[src/rtl/sigmoid_rr_scheduler.sv]
// Round-robin front end that shares one iterative sigmoid unit between N_REQ
// requesters. One operation in flight; the operand is held on sig_in_x until
// the result is captured. A watchdog returns NAN_VAL with resp_err if the unit
// never answers.
//
// state | meaning
// IDLE  | arbitrate, accept one request
// ISSUE | pulse sig_in_valid, clear watchdog
// WAIT  | wait for sig_out_valid or watchdog expiry
// CAPT  | sample the unit's registered result
// RESP  | present tagged result until resp_ready
module sigmoid_rr_scheduler #(
  parameter int          N_REQ      = 4,
  parameter int          exp_width  = 8,
  parameter int          mant_width = 24,
  parameter int          TIMEOUT    = 64,
  parameter logic [31:0] NAN_VAL    = 32'h7fc00000,
  localparam int         W          = exp_width + mant_width,
  localparam int         IDW        = (N_REQ > 1) ? $clog2(N_REQ) : 1
) (
  input  logic               clk,
  input  logic               rst_l,
  input  logic [N_REQ-1:0]   req_valid,
  input  logic [N_REQ*W-1:0] req_x,
  output logic [N_REQ-1:0]   req_ready,
  output logic               resp_valid,
  output logic [IDW-1:0]     resp_id,
  output logic [W-1:0]       resp_data,
  output logic               resp_err,
  input  logic               resp_ready,
  output logic [W-1:0]       sig_in_x,
  output logic               sig_in_valid,
  input  logic [W-1:0]       sig_out,
  input  logic               sig_out_valid
);

  localparam int CW = $clog2(TIMEOUT + 1);

  typedef enum logic [2:0] {S_IDLE, S_ISSUE, S_WAIT, S_CAPT, S_RESP} state_t;

  state_t           r_state;
  state_t           w_next_state;
  logic [IDW-1:0]   r_last_grant;
  logic [CW-1:0]    r_cnt;
  logic [W-1:0]     r_x_q;
  logic [IDW-1:0]   r_id_q;
  logic [W-1:0]     r_data_q;
  logic             r_err_q;

  logic             w_found;
  logic [IDW-1:0]   w_gidx;
  logic [IDW-1:0]   w_cand;
  logic [N_REQ-1:0] w_gnt;
  logic             w_timeout;

  // Round-robin search from last_grant+1; descending loop so the nearest requester wins.
  always_comb begin
    w_found = 1'b0;
    w_gidx  = '0;
    w_cand  = '0;
    for (int k = N_REQ; k >= 1; k--) begin
      w_cand = IDW'((int'(r_last_grant) + k) % N_REQ);
      if (req_valid[w_cand]) begin
        w_found = 1'b1;
        w_gidx  = w_cand;
      end
    end
  end

  assign w_gnt     = w_found ? (N_REQ'(1) << w_gidx) : '0;
  assign w_timeout = (r_cnt == CW'(TIMEOUT - 1));

  // State register.
  always_ff @(posedge clk or negedge rst_l) begin
    if (!rst_l) r_state <= S_IDLE;
    else        r_state <= w_next_state;
  end

  // Next-state logic; a result arriving on the last watchdog cycle still wins.
  always_comb begin
    w_next_state = r_state;
    case (r_state)
      S_IDLE:  if (w_found) w_next_state = S_ISSUE;
      S_ISSUE: w_next_state = S_WAIT;
      S_WAIT: begin
        if (sig_out_valid)  w_next_state = S_CAPT;
        else if (w_timeout) w_next_state = S_RESP;
      end
      S_CAPT:  w_next_state = S_RESP;
      S_RESP:  if (resp_ready) w_next_state = S_IDLE;
      default: w_next_state = S_IDLE;
    endcase
  end

  // Operand, tag, watchdog and result registers.
  always_ff @(posedge clk or negedge rst_l) begin
    if (!rst_l) begin
      r_last_grant <= IDW'(N_REQ - 1);
      r_cnt        <= '0;
      r_x_q        <= '0;
      r_id_q       <= '0;
      r_data_q     <= '0;
      r_err_q      <= 1'b0;
    end else begin
      case (r_state)
        S_IDLE: begin
          if (w_found) begin
            r_x_q  <= req_x[int'(w_gidx)*W +: W];
            r_id_q <= w_gidx;
          end
        end
        S_ISSUE: r_cnt <= '0;
        S_WAIT: begin
          r_cnt <= r_cnt + CW'(1);
          if (!sig_out_valid && w_timeout) begin
            r_err_q  <= 1'b1;
            r_data_q <= W'(NAN_VAL);
          end
        end
        // The unit latches its result on out_valid, so it is valid one cycle later.
        S_CAPT: begin
          r_data_q <= sig_out;
          r_err_q  <= 1'b0;
        end
        S_RESP: if (resp_ready) r_last_grant <= r_id_q;
        default: ;
      endcase
    end
  end

  // req_ready is forced low while reset is asserted so every output reads 0 in reset.
  assign req_ready    = (r_state == S_IDLE && rst_l) ? w_gnt : '0;
  assign resp_valid   = (r_state == S_RESP);
  assign resp_id      = (r_state == S_RESP) ? r_id_q   : '0;
  assign resp_data    = (r_state == S_RESP) ? r_data_q : '0;
  assign resp_err     = (r_state == S_RESP) ? r_err_q  : 1'b0;
  assign sig_in_valid = (r_state == S_ISSUE);
  // The unit's out_valid depends on the sign of in_x, so the operand is held until capture.
  assign sig_in_x     = (r_state == S_ISSUE || r_state == S_WAIT || r_state == S_CAPT) ? r_x_q : '0;

endmodule

[config.mk]
export PLATFORM = sky130hd
export DESIGN_NAME = sigmoid_rr_scheduler
export DESIGN_NICKNAME = d
export VERILOG_FILES = /design/src/rtl/sigmoid_rr_scheduler.sv
export SDC_FILE = /design/constraint.sdc
export NUM_CORES = 1
export LEC_CHECK = 0
export CAP_MARGIN = 30
export CORE_UTILIZATION = 41
export CTS_CLUSTER_DIAMETER = 150
export DETAILED_ROUTE_END_ITERATION = 8
export GPL_ROUTABILITY_DRIVEN = 0
export PLACE_DENSITY = 0.81
export SETUP_SLACK_MARGIN = 0.4
export SLEW_MARGIN = 10
export SYNTH_ARGS = -nofsm -noshare
export SYNTH_HDL_FRONTEND = slang
export SYNTH_SLANG_ARGS = --single-unit
export TNS_END_PERCENT = 10
[constraint.sdc]
create_clock -name clk -period 2.3 [get_ports clk]
set_input_delay 0.345 -clock clk [delete_from_list [all_inputs] [get_ports clk]]
set_output_delay 0.345 -clock clk [all_outputs]
set_load 0.05 [all_outputs]
# Word level (Yosys, flattened, before mapping)
# Index checks and enable logic that the tools add are counted.
# op_classes
n_bitwise	0
n_addsub	5
shift	2
mux	32
reduce_logical	12
mul	0
magnitude_cmp	4
div	0
n_eq_ne	9
# op_table
cell	count
variable part select 128 x 8 -> 32 bit	1
2-to-1 mux 32 bit	3
one-hot mux 32 bit (2 select lines)	1
one-hot mux 3 bit (5 select lines)	1
one-hot mux 7 bit (2 select lines)	1
less-than comparator 2 x 3 -> 1 bit, second input constant	4
2-to-1 mux 3 bit	4
2-to-1 mux 1 bit	10
2-to-1 mux 2 bit	5
binary-select mux 1 bit (select 2 bit)	4
2-to-1 mux 4 bit	2
adder 7 x 1 -> 7 bit, second input constant	1
equality test 7 x 6 -> 1 bit, second input constant	1
equality test 3 x 2 -> 1 bit, second input constant	2
AND reduction 2 bit	3
adder 2 x 1 -> 2 bit, second input constant	2
adder 2 bit, second input constant	2
!= test 2 bit, second input constant	2
nonzero test 2 bit	2
left shift 1 x 2 -> 4 bit, first input constant	1
equality test 3 x 1 -> 1 bit, second input constant	1
equality test 3 bit, second input constant	1
zero test 3 bit	1
!= test 3 bit, second input constant	1
other kinds (6)	8
# totals
inputBits	168
romBits	0
wordCells	71
latchBits	0
n_memories	0
register_bits	79
ramBits	0

# Longest topological paths before layout
# Gate-level depths: netlist (run 1).
# depth
ltp_word	10
depth_mapped	7

# Worst setup path before layout (run 1)
# Ideal clock, no wire load.
# synth_timing
kind	flip-flop to output port
startpoint	register r_state[2]
endpoint	output port req_ready[0]
path_buffers	2
arrival_ns	2.140
path_stages_with_launch	7
path_slack_ns	-0.185
cell_sequence	dfrtp_1 buf_2 or3_4 nor2_8 buf_1 nand3b_1 nor2_1
# synth_between
elab_chain_cells	3
# synth_rtl
item	line	source
start: declaration	41	state_t r_state;
start signal: assignment	76	else r_state <= w_next_state;
zero test 3 bit	132	assign req_ready = (r_state == S_IDLE && rst_l) ? w_gnt : '0;
logical AND 1 bit	132	
2-to-1 mux 4 bit	132	
end: declaration	25	output logic [N_REQ-1:0] req_ready,
# Every way passes these cells.

# Worst setup path after layout (run 1)
# layout_timing
startpoint	register r_last_grant[0]
endpoint	output port req_ready[1]
# layout_between
elab_chain_cells	10
word_cells_on_any_way	23
cone_classes	4 x add/sub; 1 x shift; 18 x mux
# layout_rtl
item	line	source
start: declaration	43	logic [IDW-1:0] r_last_grant;
start signal: assignment	98	r_last_grant <= IDW'(N_REQ - 1);
start signal: assignment	125	S_RESP: if (resp_ready) r_last_grant <= r_id_q;
adder 2 x 1 -> 2 bit	62	w_cand = IDW'((int'(r_last_grant) + k) % N_REQ);
binary-select mux 1 bit (select 2 bit)	63	if (req_valid[w_cand]) begin
2-to-1 mux 1 bit (not written as such)	63	
2-to-1 mux 2 bit (4 in a row)	63	
left shift 1 x 2 -> 4 bit	70	assign w_gnt = w_found ? (N_REQ'(1) << w_gidx) : '0;
2-to-1 mux 4 bit *	70	
2-to-1 mux 4 bit *	132	
# Mark *: on every way between the ends. The rest lies on a longest branch, timed or not. The select of a mux whose other input is x is not followed.

==> results of run 1 <==
critical path, delay by kind of cell (launching register included):
kind / cells / cell delay [ns]
AOI/OAI and AO/OA: 2 / 0.25
buffers and inverters: 1 / 0.15
DFF: 1 / 0.60
and+or+nand+nor: 3 / 0.68
area by class of cell:
type                    instances  area, um2
multi-input cells             353       3448
repair buffers                287       3296
fillers                       620       2258
flip-flops and latches         79       1979
clock buffers                  11      252.7
well taps                     143      178.9
clock inverters                 5      80.08
inverters                       6      22.52
stage by stage:
stage | setup TNS (ns) | total power (W) | area (um2) | utilization
5_1_grt | -0.1836 | 0.01330 | 9258 | 0.8039
3_3_place_gp | -2.280 | 0.009672 | 7905 | 0.6864
4_1_cts | -0.01497 | 0.01239 | 9016 | 0.7829
2_1_floorplan | 0 | 0.007316 | 4906 | -
3_5_place_dp | -5.385 | 0.009900 | 7920 | 0.6877
6_report | -0.07518 | 0.01277 | 9258 | 0.8039
timing repair:
action	4_1_cts	5_1_grt
resized for setup	105	41
hold buffers	1	0
cloned	2	0
setup buffers	4	1
setup endpoints to repair	98	98
pin swaps	69	2
hold endpoints to repair	8	0
registers in the layout, summed over array words and instances, names as in the netlist:
register / count
r_data_q: 32
r_x_q: 32
r_cnt: 7
r_state: 3
r_id_q: 2
r_last_grant: 2
r_err_q: 1
per-layer routing:
metal  part of all wire  track usage  vias to the layer above
met1               0.38       0.3611                     2580
met3              0.042      0.04702                       70
met2               0.53       0.5400                      191
met5                  0            0                        -
met4              0.051       0.1489                        0
li1                   -            -                     2331
how the worst min path moves through the flow:
| stage | to | slack, ns | from |
|---|---|---|---|
| 2_1_floorplan | r_cnt[0] | 0.05 | rst_l |
| 3_3_place_gp | r_x_q[24] | 0.19 | rst_l |
| 3_5_place_dp | r_x_q[23] | 0.20 | rst_l |
| 4_1_cts | r_data_q[14] | 0.36 | rst_l |
| 5_1_grt | r_data_q[14] | 0.11 | rst_l |
| 6_report | r_data_q[16] | 0.1 | rst_l |
cells by family (layout without fill, tap and decap cells):
group / count (synthesis) / in the layout / synth area share
DFF: 79 / 79 / 0.4064
AOI/OAI and AO/OA: 131 / 131 / 0.2389
and+or+nand+nor: 185 / 185 / 0.2196
adders and majority gates: 1 / 1 / 0.002568
buffers and inverters: 52 / 309 / 0.05805
muxes: 36 / 36 / 0.07449
cells in the final DEF (no fill, tap or decap), types with 3 or more instances in the layout:
master	n
a221oi_4	22
clkbuf_16	9
dlygate4sd2_1	3
nor3_1	3
and2_4	3
a22oi_1	3
inv_1	5
a211oi_2	30
a221oi_2	10
mux2i_1	16
a22o_1	23
nor2b_1	3
and3_4	35
nor2_4	5
and2_1	32
dfrtp_1	77
a21oi_1	9
nor2_1	44
nand3_1	3
mux2i_2	10
nor3_2	3
nand2_1	7
buf_16	6
buf_4	63
o22a_1	9
buf_12	47
clkdlybuf4s50_1	163
and3_1	33
o21ai_0	13
buf_6	3
mux2i_4	8
power by group through the flow:
stage | combinational, W | clock, W | sequential [W]
2_1_floorplan | 0.00503 | 0 | 0.00229
3_3_place_gp | 0.00729 | 0 | 0.00238
3_5_place_dp | 0.00747 | 0 | 0.00243
4_1_cts | 0.00838 | 0.00160 | 0.00241
5_1_grt | 0.00911 | 0.00165 | 0.00254
6_report | 0.00872 | 0.00158 | 0.00248
==> impl_metrics.ini, run 1 <==
[floorplanning]
die-area_um2 = 12320
io_pins = 241
coreArea_um2 = 11520
initial_core_util = 0.4230
die_y_um = 111.0
rows = 39
die_x_um = 111.0

[routing]
dr.pass1.iters = 6
postRouteWirelength_um = 19160
drc_errors = 8
drt_iter0_markers = 313
vias_per_cell = 5.851
routedWlPerCell_um = 21.67
ant_nets = 0
vias = 5172

[flow_run]
max_cap_violations = 0

[synth]
async_reset_ff_frac = 1.000
synthCells = 484
yosys.cell_types.count = 51
syn-num-nets = 653
ys_seq_area_frac = 0.4064
synthTopCellsByArea = dfrtp_1 40%, and3_1 8.7%, a211oi_2 7.2%
avgSynthCellArea_um2 = 10.06
ys_ff_latch = 79
ys.flop_type = dfrtp_1
synth_common_cells = 77 x dfrtp_1, 68 x and3_1, 50 x nor2_1
synth_most_common_cell = dfrtp_1
syn-cell-area_um2 = 4871
synth-edff-count = 0
yosys.area.top_type = dfrtp_1
yosysTopAreaCellShare = 0.3956
yosys_warnings = 0

[clocking]
h-tree-depth = 3
cts_root_buf = clkbuf_16
insertion_delay_ns = 0.33
cts_tree = built
numClockSinks = 79
cts_buffers = 9
cts.path.max_buffers = 2
clk_pin_slew_ns = 0.06

[place]
place_inst = 859
pre_cts_slack_ns = -0.2314
port_buffers = 240
dp_hpwl_um = 12400

[global_route]
grt_util_all_layers = 0.3054
antenna_found_initial = 0
gr-total-overflow = 0
grt_max_degree = 72
grt_pass1_wl_um = 29290
grt_pass1_vias = 5473

[final_layout]
num_antenna_cells = 0
drive_above_1_share = 0.3792
area_delta_synth_final_pct = 90.06
fin_nets = 905
finalNonFillerCells = 884

[pwr]
irDropWorstVdd_mv = 0.7422
combPwrFrac = 0.683
internal-power_w = 0.006647
power_density_nw_per_um2 = 1379
power_frac_seq = 0.194
swShare = 0.4795
p_sw_w = 0.006123
clockPowerShare = 0.123
power.leakage_nw = 3.765

[worst_setup_path]
timing.rr.end = r_x_q[13]
cp_slowest_cell = dfstp_2
crit_type = reg2out
cpPeakStageDelay_ns = 0.60
crit_end = req_ready[1]
reg2reg_setup_slack_ns = 0.22
crit_path_start_kind = register
cp-end-kind = output port
crit_required_ns = 1.96
crit_start = r_last_grant[0]
crit_fanout = 5
arrival_ns = 1.99
regToRegStartpoint = r_last_grant[1]
path_cells = o211a_1, a31oi_2, and2_4, nand3b_1, nor2_4, buf_12
r2r_cells = 8

[timing]
relSlewSlack = 0.6525
report.final.setup_viol = 2
fin_crit_sh = 1.017
tightest_slew_ns = 0.5212
max_freq_mhz = 427.5
hold_viol = 0
drv_slew = 0
rsz0062_at_grt = true
skew_ns = 0.007063
fin_ws_ns = -0.03897
hold_ws_ns = 0.09750
period_needed_ns = 2.339

[worst_hold_path]
hold_path.class = in2async

[status]
violations = DRC, setup timing
outcome = complete, but fails checks
No activity file was read; power rests on OpenSTA's default activity.
==> run 2, diff against run 1 <==
--- a/config.mk
+++ b/config.mk
@@ -5,6 +5,7 @@
 export SDC_FILE = /design/constraint.sdc
 export NUM_CORES = 1
 export LEC_CHECK = 0
+export ABC_CLOCK_PERIOD_IN_PS = 2300
 export CAP_MARGIN = 30
 export CORE_UTILIZATION = 41
 export CTS_CLUSTER_DIAMETER = 150
==> results of run 2 <==
Final layout, timing and power as in run 1 (identical DEF).
